`config.mk`:
```
export PLATFORM = sky130hd
export DESIGN_NAME = reg_serializer
export DESIGN_NICKNAME = d
export VERILOG_FILES = /design/src/rtl/reg_ser_pkg.sv /design/src/rtl/ser_bit_counter.sv /design/src/rtl/reg_serializer.sv
export SDC_FILE = /design/constraint.sdc
export NUM_CORES = 1
export LEC_CHECK = 0
export CAP_MARGIN = 20
export CORE_MARGIN = 4
export CORE_UTILIZATION = 30
export DETAILED_ROUTE_END_ITERATION = 8
export PLACE_DENSITY = 0.61
export SYNTH_ARGS = -nofsm -noshare
export SYNTH_HDL_FRONTEND = slang
export SYNTH_SLANG_ARGS = --single-unit
```
`constraint.sdc`:
```
create_clock -name clk -period 1.24 [get_ports clk]
set_input_delay 0.124 -clock clk [delete_from_list [all_inputs] [get_ports clk]]
set_output_delay 0.124 -clock clk [all_outputs]
set_load 0.01 [all_outputs]
```
`src/rtl/reg_ser_pkg.sv`:
```
// Shared definitions for the serial link blocks (serializer and the future
// deserializer): FSM state encoding, default word width, bit-order constants
// and the counter-width helper.
package reg_ser_pkg;

  localparam int DEFAULT_WIDTH = 8;

  // Bit-order flag values as captured from msb_first on accept.
  localparam logic ORDER_LSB = 1'b0;
  localparam logic ORDER_MSB = 1'b1;

  typedef enum logic {
    IDLE  = 1'b0,
    SHIFT = 1'b1
  } ser_state_e;

  // Number of bits needed to count 0..value-1 (minimum 1).
  function automatic int clog2(input int value);
    int r;
    r = 1;
    for (int i = 1; i < 32; i++) begin
      if ((32'd1 << i) < value) begin
        r = i + 1;
      end else begin
        r = r;
      end
    end
    return r;
  endfunction

endpackage

```
`src/rtl/ser_bit_counter.sv`:
```
// Bit counter for a serial word: counts beats 0..WIDTH-1 and flags the
// terminal count. Clear has priority over increment so a word boundary can
// restart the count in the same cycle it would otherwise advance.
//
// Ports:
//   clk    - system clock
//   resetn - asynchronous active-low reset
//   clear  - force the count back to 0
//   inc    - advance the count by one
//   cnt    - current count
//   last   - cnt is at WIDTH-1
module ser_bit_counter
  import reg_ser_pkg::*;
#(
  parameter int WIDTH = DEFAULT_WIDTH
) (
  input  logic                      clk,
  input  logic                      resetn,
  input  logic                      clear,
  input  logic                      inc,
  output logic [clog2(WIDTH)-1:0]   cnt,
  output logic                      last
);

  localparam int              CW       = clog2(WIDTH);
  localparam logic [CW-1:0]   LAST_CNT = CW'(WIDTH - 1);
  localparam logic [CW-1:0]   ONE      = CW'(1);

  logic [CW-1:0] cnt_r;

  // Count register: clear wins, otherwise advance on inc, otherwise hold.
  always_ff @(posedge clk or negedge resetn) begin
    if (!resetn) begin
      cnt_r <= '0;
    end else if (clear) begin
      cnt_r <= '0;
    end else if (inc) begin
      cnt_r <= cnt_r + ONE;
    end else begin
      cnt_r <= cnt_r;
    end
  end

  assign cnt  = cnt_r;
  assign last = (cnt_r == LAST_CNT);

endmodule

```
`src/rtl/reg_serializer.sv`:
```
// Parallel-to-serial transmitter. Accepts a WIDTH-bit word on a valid/ready
// handshake and sends it one bit per beat (ser_valid & ser_ready) on a serial
// link, LSB-first or MSB-first as selected by msb_first at accept time.
//
// Optional feature: define REG_SERIALIZER_BACK_TO_BACK_EN to let a new word
// be accepted on the final beat of the current one (zero-bubble streaming).
// Without it a word is only accepted in IDLE, costing one bubble per word.
//
// Ports:
//   clk, resetn      - clock, asynchronous active-low reset
//   in_valid/ready   - parallel word handshake
//   in_data          - parallel word, captured on accept
//   msb_first        - bit order, captured on accept (1 = MSB first)
//   ser_out          - current serial bit
//   ser_valid/ready  - serial beat handshake
//   ser_last         - ser_out is the final bit of the word
//   busy             - a word is in flight
module reg_serializer
  import reg_ser_pkg::*;
#(
  parameter int   WIDTH    = DEFAULT_WIDTH,
  parameter logic FILL_BIT = 1'b0
) (
  input  logic             clk,
  input  logic             resetn,
  input  logic             in_valid,
  output logic             in_ready,
  input  logic [WIDTH-1:0] in_data,
  input  logic             msb_first,
  output logic             ser_out,
  output logic             ser_valid,
  input  logic             ser_ready,
  output logic             ser_last,
  output logic             busy
);

  localparam int CW = clog2(WIDTH);

  ser_state_e       state_r;
  ser_state_e       state_nxt_s;
  logic [WIDTH-1:0] sreg_r;
  logic             order_r;
  logic [CW-1:0]    cnt_s;
  logic             last_s;
  logic             in_ready_s;
  logic             accept_s;
  logic             beat_s;
  logic             clear_s;

  ser_bit_counter #(
    .WIDTH (WIDTH)
  ) u_cnt (
    .clk    (clk),
    .resetn (resetn),
    .clear  (clear_s),
    .inc    (beat_s),
    .cnt    (cnt_s),
    .last   (last_s)
  );

  // Handshake decode and next-state logic.
  always_comb begin
    in_ready_s  = 1'b0;
    state_nxt_s = state_r;
    case (state_r)
      IDLE: begin
        in_ready_s = 1'b1;
      end
      SHIFT: begin
`ifdef REG_SERIALIZER_BACK_TO_BACK_EN
        in_ready_s = last_s & ser_ready;
`else
        in_ready_s = 1'b0;
`endif
      end
      default: begin
        in_ready_s = 1'b0;
      end
    endcase

    accept_s = in_valid & in_ready_s;
    beat_s   = (state_r == SHIFT) & ser_ready;
    // A new word restarts the count; so does finishing the current one.
    clear_s  = accept_s | (beat_s & last_s);

    if (accept_s) begin
      state_nxt_s = SHIFT;
    end else if (beat_s & last_s) begin
      state_nxt_s = IDLE;
    end else if (state_r == SHIFT) begin
      state_nxt_s = SHIFT;
    end else begin
      state_nxt_s = IDLE;
    end
  end

  // FSM state register.
  always_ff @(posedge clk or negedge resetn) begin
    if (!resetn) begin
      state_r <= IDLE;
    end else begin
      state_r <= state_nxt_s;
    end
  end

  // Shift register and captured bit order: load on accept, shift on beat.
  always_ff @(posedge clk or negedge resetn) begin
    if (!resetn) begin
      sreg_r  <= '0;
      order_r <= ORDER_LSB;
    end else if (accept_s) begin
      sreg_r  <= in_data;
      order_r <= msb_first;
    end else if (beat_s) begin
      if (order_r == ORDER_MSB) begin
        sreg_r <= {sreg_r[WIDTH-2:0], FILL_BIT};
      end else begin
        sreg_r <= {FILL_BIT, sreg_r[WIDTH-1:1]};
      end
    end else begin
      sreg_r <= sreg_r;
    end
  end

  assign in_ready  = in_ready_s;
  assign busy      = (state_r == SHIFT);
  assign ser_valid = busy;
  // Driven from registers only; forced low outside a word so the idle line is quiet.
  assign ser_out   = busy ? ((order_r == ORDER_MSB) ? sreg_r[WIDTH-1] : sreg_r[0]) : 1'b0;
  assign ser_last  = busy & last_s;

endmodule

```
# Word level (Yosys, flattened, before mapping)
# Index checks and enable logic that the tools add are counted.
word_totals:
  ff_bits: 13
  out_inout_bits: 5
  elab_cells: 25
  input_bits: 13
classes:
  muxes: 11
  reduce_logical: 2
  bitwise: 6
  eq_ne: 1
  add_sub_neg: 1
ops:
  columns: ["op", "n"]
  rows:
  - ["two-way mux 8 bit", 3]
  - ["two-way mux 3 bit", 2]
  - ["two-way mux 1 bit", 5]
  - ["bitwise AND 1 bit", 4]
  - ["nonzero test 2 bit", 2]
  - ["adder 3 x 1 -> 3 bit (second input constant)", 1]
  - ["equality test 3 bit (second input constant)", 1]
  - ["one-hot mux 1 bit (2 select lines)", 1]
  - ["inverter 1 bit", 1]
  - ["OR 1 bit", 1]

# Depth between registers and ports, before layout
depth:
  word_depth: 5
  ltp_mapped: 4
  mapped_depth_nobuf: 4

# By module
# A second synthesis with hierarchy kept.
unflattened:
  cells_unflattened: 77
  hier_area_um2: 726.9
modules_own_cells:
  columns: ["module", "instances", "cells_each", "seq_area_each_um2", "area_per_inst_um2"]
  rows:
  - ["reg_serializer", 1, 66, 250.2, 586.8]
  - ["ser_bit_counter", 1, 11, 75.1, 140.1]

# Worst setup path after synthesis
# No wires, ideal clock.
synth_timing:
  path_type: "register -> register"
  start: "register u_cnt.cnt_r[0] (netlist: u_cnt.cnt[0])"
  end: "register u_cnt.cnt_r[0] (netlist: u_cnt.cnt[0])"
  arrival_time_ns: 1.244
  path_slack_ns: -0.077
  synth_period_minus_slack_ns: 1.317
  setup_time_ns: 0.073
  required_time_ns: 1.167
  stages_incl_launch_ff: 5
  n_path_buf: 0
  path_cell_list: "dfrtp_1 -> ha_1 -> ha_1 -> or3_1 -> a21oi_2"
synth_via:
  elab_chain_len: 4
  word_cells_on_any_way: 7
  classes_between: "add/sub: 1; eq/ne: 1; mux: 2; bitwise: 2; reduce/logical: 1"
synth_lines:
  columns: ["item", "line_no", "text"]
  rows:
  - ["start: declaration", "ser_bit_counter.sv:29", "logic [CW-1:0] cnt_r;"]
  - ["start signal: assignment", "ser_bit_counter.sv:38", "cnt_r <= cnt_r + ONE;"]
  - ["start signal: assignment", "ser_bit_counter.sv:40", "cnt_r <= cnt_r;"]
  - ["parallel branches: the longest is 4 deep, another holds adder 3 x 1 -> 3 bit", null, null]
# Parallel ways; which one is timed is not known. The select of a mux whose other input is x is not followed.
# A chain may end at the register's enable or synchronous reset.

# Worst setup path in the final report
layout_timing:
  start: "register u_cnt.cnt_r[1] (netlist: u_cnt.cnt[1])"
  end: "output port ser_last"
layout_via:
  elab_chain_len: 2
layout_lines:
  columns: ["item", "line_no", "text"]
  rows:
  - ["equality test 3 bit", "ser_bit_counter.sv:45", "assign last = (cnt_r == LAST_CNT);"]
  - ["bitwise AND 1 bit", "reg_serializer.sv:130", "assign ser_last = busy & last_s;"]
  - ["end: declaration", "reg_serializer.sv:33", "output logic ser_last,"]
# Every way passes these cells.

==> results.md <==
- Critical Path End Type: output port
- Layout Nets: 114
- Clock transition at the registers of the reported paths: 80 ps
- Starting Density: between 30% and 40%
- Pre-CTS WS: -223.0 ps
- First-pass GRT wire length: ~3000 um
- Cts hold-fix bufs: 0
- Synth Area per Inst: about 10 um2
- CTS tree: done
- P_leak: 0.4781 nW
- Main combinational cell family by area after synthesis: simple AND/OR/NAND/NOR gates
- Multi-input logic area: approximately 430 um2
- Mapped cell area: about 700 um2
- 1st-iter DRT viols: 14
- Worst setup margin: -170.7 ps
- Storage element area: approximately 330 um2
- Data arrival, critical path: approximately 1300 ps
- Vias per cell: a little under 5
- Row count: 17
- Total gr overflow: 0
- Mux share of post-synthesis cell area: 10.04%
- Net Count, Synth: between 80 and 90
- Drt pass-1 iters: 4
- Area of the die: between 3000 and 4000 um2
- PD cells: roughly 1900 nW/um2
- Area grow syn2layout: 56.63%
- Clock root buffer: clkbuf_4
- Worst R2R Setup Slack: -170 ps
- Routed Antenna Nets: 0
- Routability cong.: roughly 0.7
- Cts bufs inserted: 3
- Post-Route WL: roughly 1700 um
- Number of library cell types mapped by synthesis: 18
- Hold slack: 142.2 ps
- Max_cap viols: 0
- Rel. slew slack: 89.98%
- Final setup violation count: 3
- Clock skew: 2.025 ps
- HPWL Detailed: 1217 um
- Kind of critical path: flop to output port
- Vias: 622
- Compound-Gate Fraction of Synth Area: approximately 16%
- Insertion delay to the later sink of the worst-skew pair: slightly below 300 ps
- RSZ-0062 raised after global routing: yes
- DRC errors left: 0
- Ys Warns: 0
- VDD IR max: about 830 uV
- I/O Buffers: 17
- Sink Count: 13
- Largest net degree at the start of global routing: 14
- Hold Vio Cnt, Final: 0
- Max Freq: ~0.71 GHz
- Sequential fraction of the synthesis area: roughly 47%
- Synth Area in XOR/XNOR: 0%
- Critical Path Fanout Max: 2
- ANT cells: 0
- DR WL/cell: about 14 um
- # fillers: 210
- Worst slew pin tran: between 100 and 150 ps
- Outcome: finished, violations left
- Crit path required time: approximately 1100 ps
- Clock buffer depth: 2
- Period utilization: 113.8%
- Synth Area in Simple Gates: around 20%
- Tmin final: around 1400 ps
- Failing checks: setup timing
- Worst min-delay path class: input pin to asynchronous set/reset pin
- CP Launch Type: flop
- Synth Area in Adders: about 3.6%
- Core ar.: about 2200 um2
- GRT Util Overall: 12.22%
- Layout cell share with drive strength beyond 1: 38.78%
- Synthesized flop and latch total: 13
- Max Slew Vio Count: 0
- Num ports: 18
- Die width: approximately 56 um
- Initial antenna violation count: 0
- H-tree levels: 1
- Vias in the first global route: approximately 630
- Cells after synthesis: 68
- Die height: roughly 56 um
==> critical path, cell delays in order (launching register included) <==
cell     delay [ps]
dfrtp_1         390
ha_2            200
ha_4            160
and2_4          130
buf_6           110
==> cells by family after synthesis <==
family | Yosys count
AOI/OAI and AO/OA | 13
adders and majority gates | 2
buffers and inverters | 5
DFF | 13
muxes | 7
and+or+nand+nor | 28
==> sequential cells by signal, summed over array words and instances (netlist names) <==
register and count:
sreg_r 8, u_cnt.cnt 3, busy 1, order_r 1
==> path summary, 6_finish.rpt <==
check	startpoint	to	cells past startpoint
max	u_cnt.cnt[1]	ser_last	4
min	resetn	sreg_r[5]	2
max reg2reg	u_cnt.cnt[1]	u_cnt.cnt[0]	5
min reg2reg	u_cnt.cnt[1]	u_cnt.cnt[1]	2
max in group asynchronous	resetn	busy	2
min in group clk	msb_first	order_r	3
==> synthesized netlist by cell type <==
master,n,share of area [%]
nand2_1,16,8.6
dfrtp_1,13,47
mux2i_1,7,10
o221a_2,6,9.7
a21oi_1,3,2.1
a31oi_1,3,2.7
buf_4,3,3.2
nand3b_1,3,3.2
nor2_1,3,1.6
and2_2,2,2.1
ha_1,2,3.6
a21oi_2,1,1.3
and2b_2,1,1.3
buf_2,1,0.72
inv_1,1,0.54
nand2_2,1,0.90
nand2b_1,1,0.90
or3_1,1,0.90
==> per-stage QoR <==
stage | instances | cell area, um2 | util, % | total power [W] | setup TNS (ps)
4_1_cts | 126 | 1036 | 46.83 | 0.002008 | -392.2
5_1_grt | 126 | 1094 | 49.43 | 0.002296 | -694.2
6_report | 126 | 1094 | 49.43 | 0.002116 | -358.2
2_1_floorplan | 68 | 713.2 | - | 0.001307 | 0
3_3_place_gp | 121 | 980.9 | 44.34 | 0.001665 | -570.0
3_5_place_dp | 121 | 980.9 | 44.34 | 0.001687 | -779.3
==> power by group <==
| group | internal [W] | leakage [nW] | switching [W] | total, W |
|---|---|---|---|---|
| sequential | 0.000606 | 0.146 | 0.000160 | 0.000765 |
| combinational | 0.000650 | 0.318 | 0.000423 | 0.00107 |
| clock | 0.000125 | 0.0150 | 0.000152 | 0.000277 |
| total | 0.00138 | 0.478 | 0.000735 | 0.00212 |
==> per-layer routing <==
metal	track usage, %	share of wire [%]
met5	0	0
met4	3.051	0.63
met3	6.497	6.2
met2	18.36	48
met1	15.30	45
==> placed cells by master, fill, tap and decap left out, types with 3 or more instances in the layout <==
master	count
mux2i_1	7
nand3b_1	3
clkbuf_4	3
buf_4	9
o221a_4	6
nand2_1	15
buf_6	5
clkdlybuf4s50_1	12
dfrtp_1	12
nor2_1	3
a31oi_1	3
==> cell type report <==
cell class | instances | area share (%)
Multi-Input combinational cell | 50 | 39.70
Sequential cell | 13 | 29.86
Timing Repair Buffer | 30 | 24.49
Tap cell | 28 | 3.204
Clock buffer | 4 | 2.403
Inverter | 1 | 0.3432
==> repair_timing <==
item                       4_1_cts  5_1_grt
setup buffers                    1        0
resized for setup               21       12
pin swaps                        4        2
setup endpoints to repair       14       13
hold endpoints to repair         0        0
Note: power is estimated with default switching activity, not from simulation.
==> variant, RTL diff (same flow settings) <==
Set the parameter `FILL_BIT` to 1'b1 (it was 1'b0).
--- a/src/rtl/reg_serializer.sv
+++ b/src/rtl/reg_serializer.sv
@@ -20,5 +20,5 @@
 #(
   parameter int   WIDTH    = DEFAULT_WIDTH,
-  parameter logic FILL_BIT = 1'b0
+  parameter logic FILL_BIT = 1'b1
 ) (
   input  logic             clk,
Behaviour: no difference found for any inputs over 10 cycles, from zero or initial values and one cycle with resetn low; that may be too few to reach the edited logic, so the function may still have changed.
==> variant against the unedited design <==
- the flow still finishes with violations (setup timing)
- setup slack worse by 16 ps
- cell area unchanged
- core utilization down 0.93 points
- power down 14%
- routed wire length down 2.8%
- first-iteration DRC count down 21%
- sequential cell count unchanged
- maximum frequency down 1.1%
- count of clock-buffer cells in the layout unchanged
- die area up 3.7%
- sequential power down 12%
- area after synthesis up 4.3%
- via count down 0.80%
==> variant: results <==
sta:
  worst_slack_ps: -187
  relSlewSlack_pct: 89.7
  setup_viol: 5
  tns_ps: -568
  hold_ws_ps: 161
  fin_skew_ps: 0.533
place:
  dpl_cell_area_um2: 1000
  routabilityCongestion: 0.761
  dp_worst_setup_slack_ps: -237
  dp_hpwl_mm: 1.26
power:
  ir_drop_uv: 791
  p_leak_nw: 0.468
  power.internal_mw: 1.22
clocking:
  numCtsBuffers: 3
  cts.clk_slew.worst_paths_ps: 80
  ctsLongestPathBuffers: 2
  h-tree-depth: 1
  clock_latency_ps: 270
outcome:
  status: "finished, violations left"
  violations: "setup timing"
routing:
  viasPerCell: 4.82
  routed_wirelength_mm: 1.70
  drt_iter0_markers: 11
yosys:
  synth_compound_area_share_pct: 13.1
  yosysSeqAreaShare_pct: 44.7
  synth.distinct_cells: 19
  muxShareOfSynthArea_pct: 12.4
  synth_common_cells: "nand2_1 (14), dfrtp_1 (13), mux2i_1 (9)"
  synthAdderAreaFrac_pct: 3.44
  yosysWarningCount: 0
  yosys-top-cells-area: "dfrtp_1 (45%), mux2i_1 (12%), o221a_2 (9.3%)"
  synth_nets: 83
critical_path:
  r2r-start: "u_cnt.cnt[1]"
  path_class: "flip-flop to flip-flop"
  worstReg2RegEnd: "u_cnt.cnt[0]"
  arrival_ps: 1630
  end_kind: "flip-flop"
global_routing:
  grt_max_degree: 14
  grt_usage_pct: 11.7
  grt_pass1_wl_mm: 2.99
  grt_antenna_before_repair: 0
  first_global_vias: 648
cells_and_area:
  regMostFlops: "sreg_r"
  drive_above_1_share_pct: 41.0
  layout.nets: 116
  largest_reg_flops: 8
  nFillCells: 226
  antennaDiodeCount: 0
job:
  drv_cap: 0
min_path:
  worstHoldPathType: "input pin to asynchronous set/reset pin"
## variant: cell count changes after synthesis, moves of 2 or more
cell     before  now
nand2_4       0    2
mux2i_1       7    9
buf_6         0    2
nand2_1      16   14
## variant: repair_timing
action / in CTS / in global routing
pin swaps: 7 / 6
gates resized for setup: 18 / 10
setup endpoints to repair: 13 / 16
buffers inserted: 3 / 0
gates cloned: 0 / 0
## variant: how the worst min path moves through the flow
stage | startpoint | to | depth (start not counted)
2_1_floorplan | resetn | busy | 0
3_3_place_gp | resetn | order_r | 2
3_5_place_dp | resetn | busy | 2
4_1_cts | resetn | busy | 2
5_1_grt | resetn | u_cnt.cnt[0] | 2
6_report | resetn | u_cnt.cnt[1] | 2
## variant: layout make-up
| cell class | instances | share of cell area (%) |
|---|---|---|
| Multi-Input combinational cell | 49 | 36.8 |
| Tap cell | 28 | 3.20 |
| Clock buffer | 4 | 2.40 |
| Sequential cell | 13 | 29.7 |
| Inverter | 1 | 0.343 |
| Timing Repair Buffer | 33 | 27.5 |
## variant: routing by layer
layer | part of all wire [%] | global-route usage (%) | vias to the layer above | wire, um
li1 | - | - | 304 | -
met1 | 49 | 15.8 | 295 | 829
met2 | 45 | 17.8 | 16 | 770
met3 | 5.4 | 2.71 | 2 | 92
met4 | 0.29 | 4.97 | 0 | 5
met5 | 0 | 0 | - | 0
## variant: power groups by stage
stage                     sequential (mW)  clock (mW)  combinational (mW)
after CTS                           0.673       0.274               0.862
after global placement              0.672           0               0.798
after floorplan                     0.652           0               0.519
after detailed placement            0.680           0               0.805
final                               0.674       0.260               0.893
after global routing                0.694       0.294               0.985
## variant: metrics by stage
| stage | util, % | cells |
|---|---|---|
| floorplan | - | 68 |
| global placement | 44.5 | 121 |
| detailed placement | 44.5 | 121 |
| CTS | 47.5 | 128 |
| global route | 48.5 | 128 |
| finish | 48.5 | 128 |
## variant: logic make-up after synthesis
| logic type | count (synthesis) |
|---|---|
| compound gates | 11 |
| simple gates | 27 |
| flops | 13 |
| mux | 9 |
| buf+inv | 6 |
| fa+ha+maj | 2 |
## variant: critical path, stage by stage, from the launching register on
cell and delay (ps):
dfrtp_1 390, ha_2 200, ha_4 160, buf_6 110, or3_4 360, a21oi_2 140
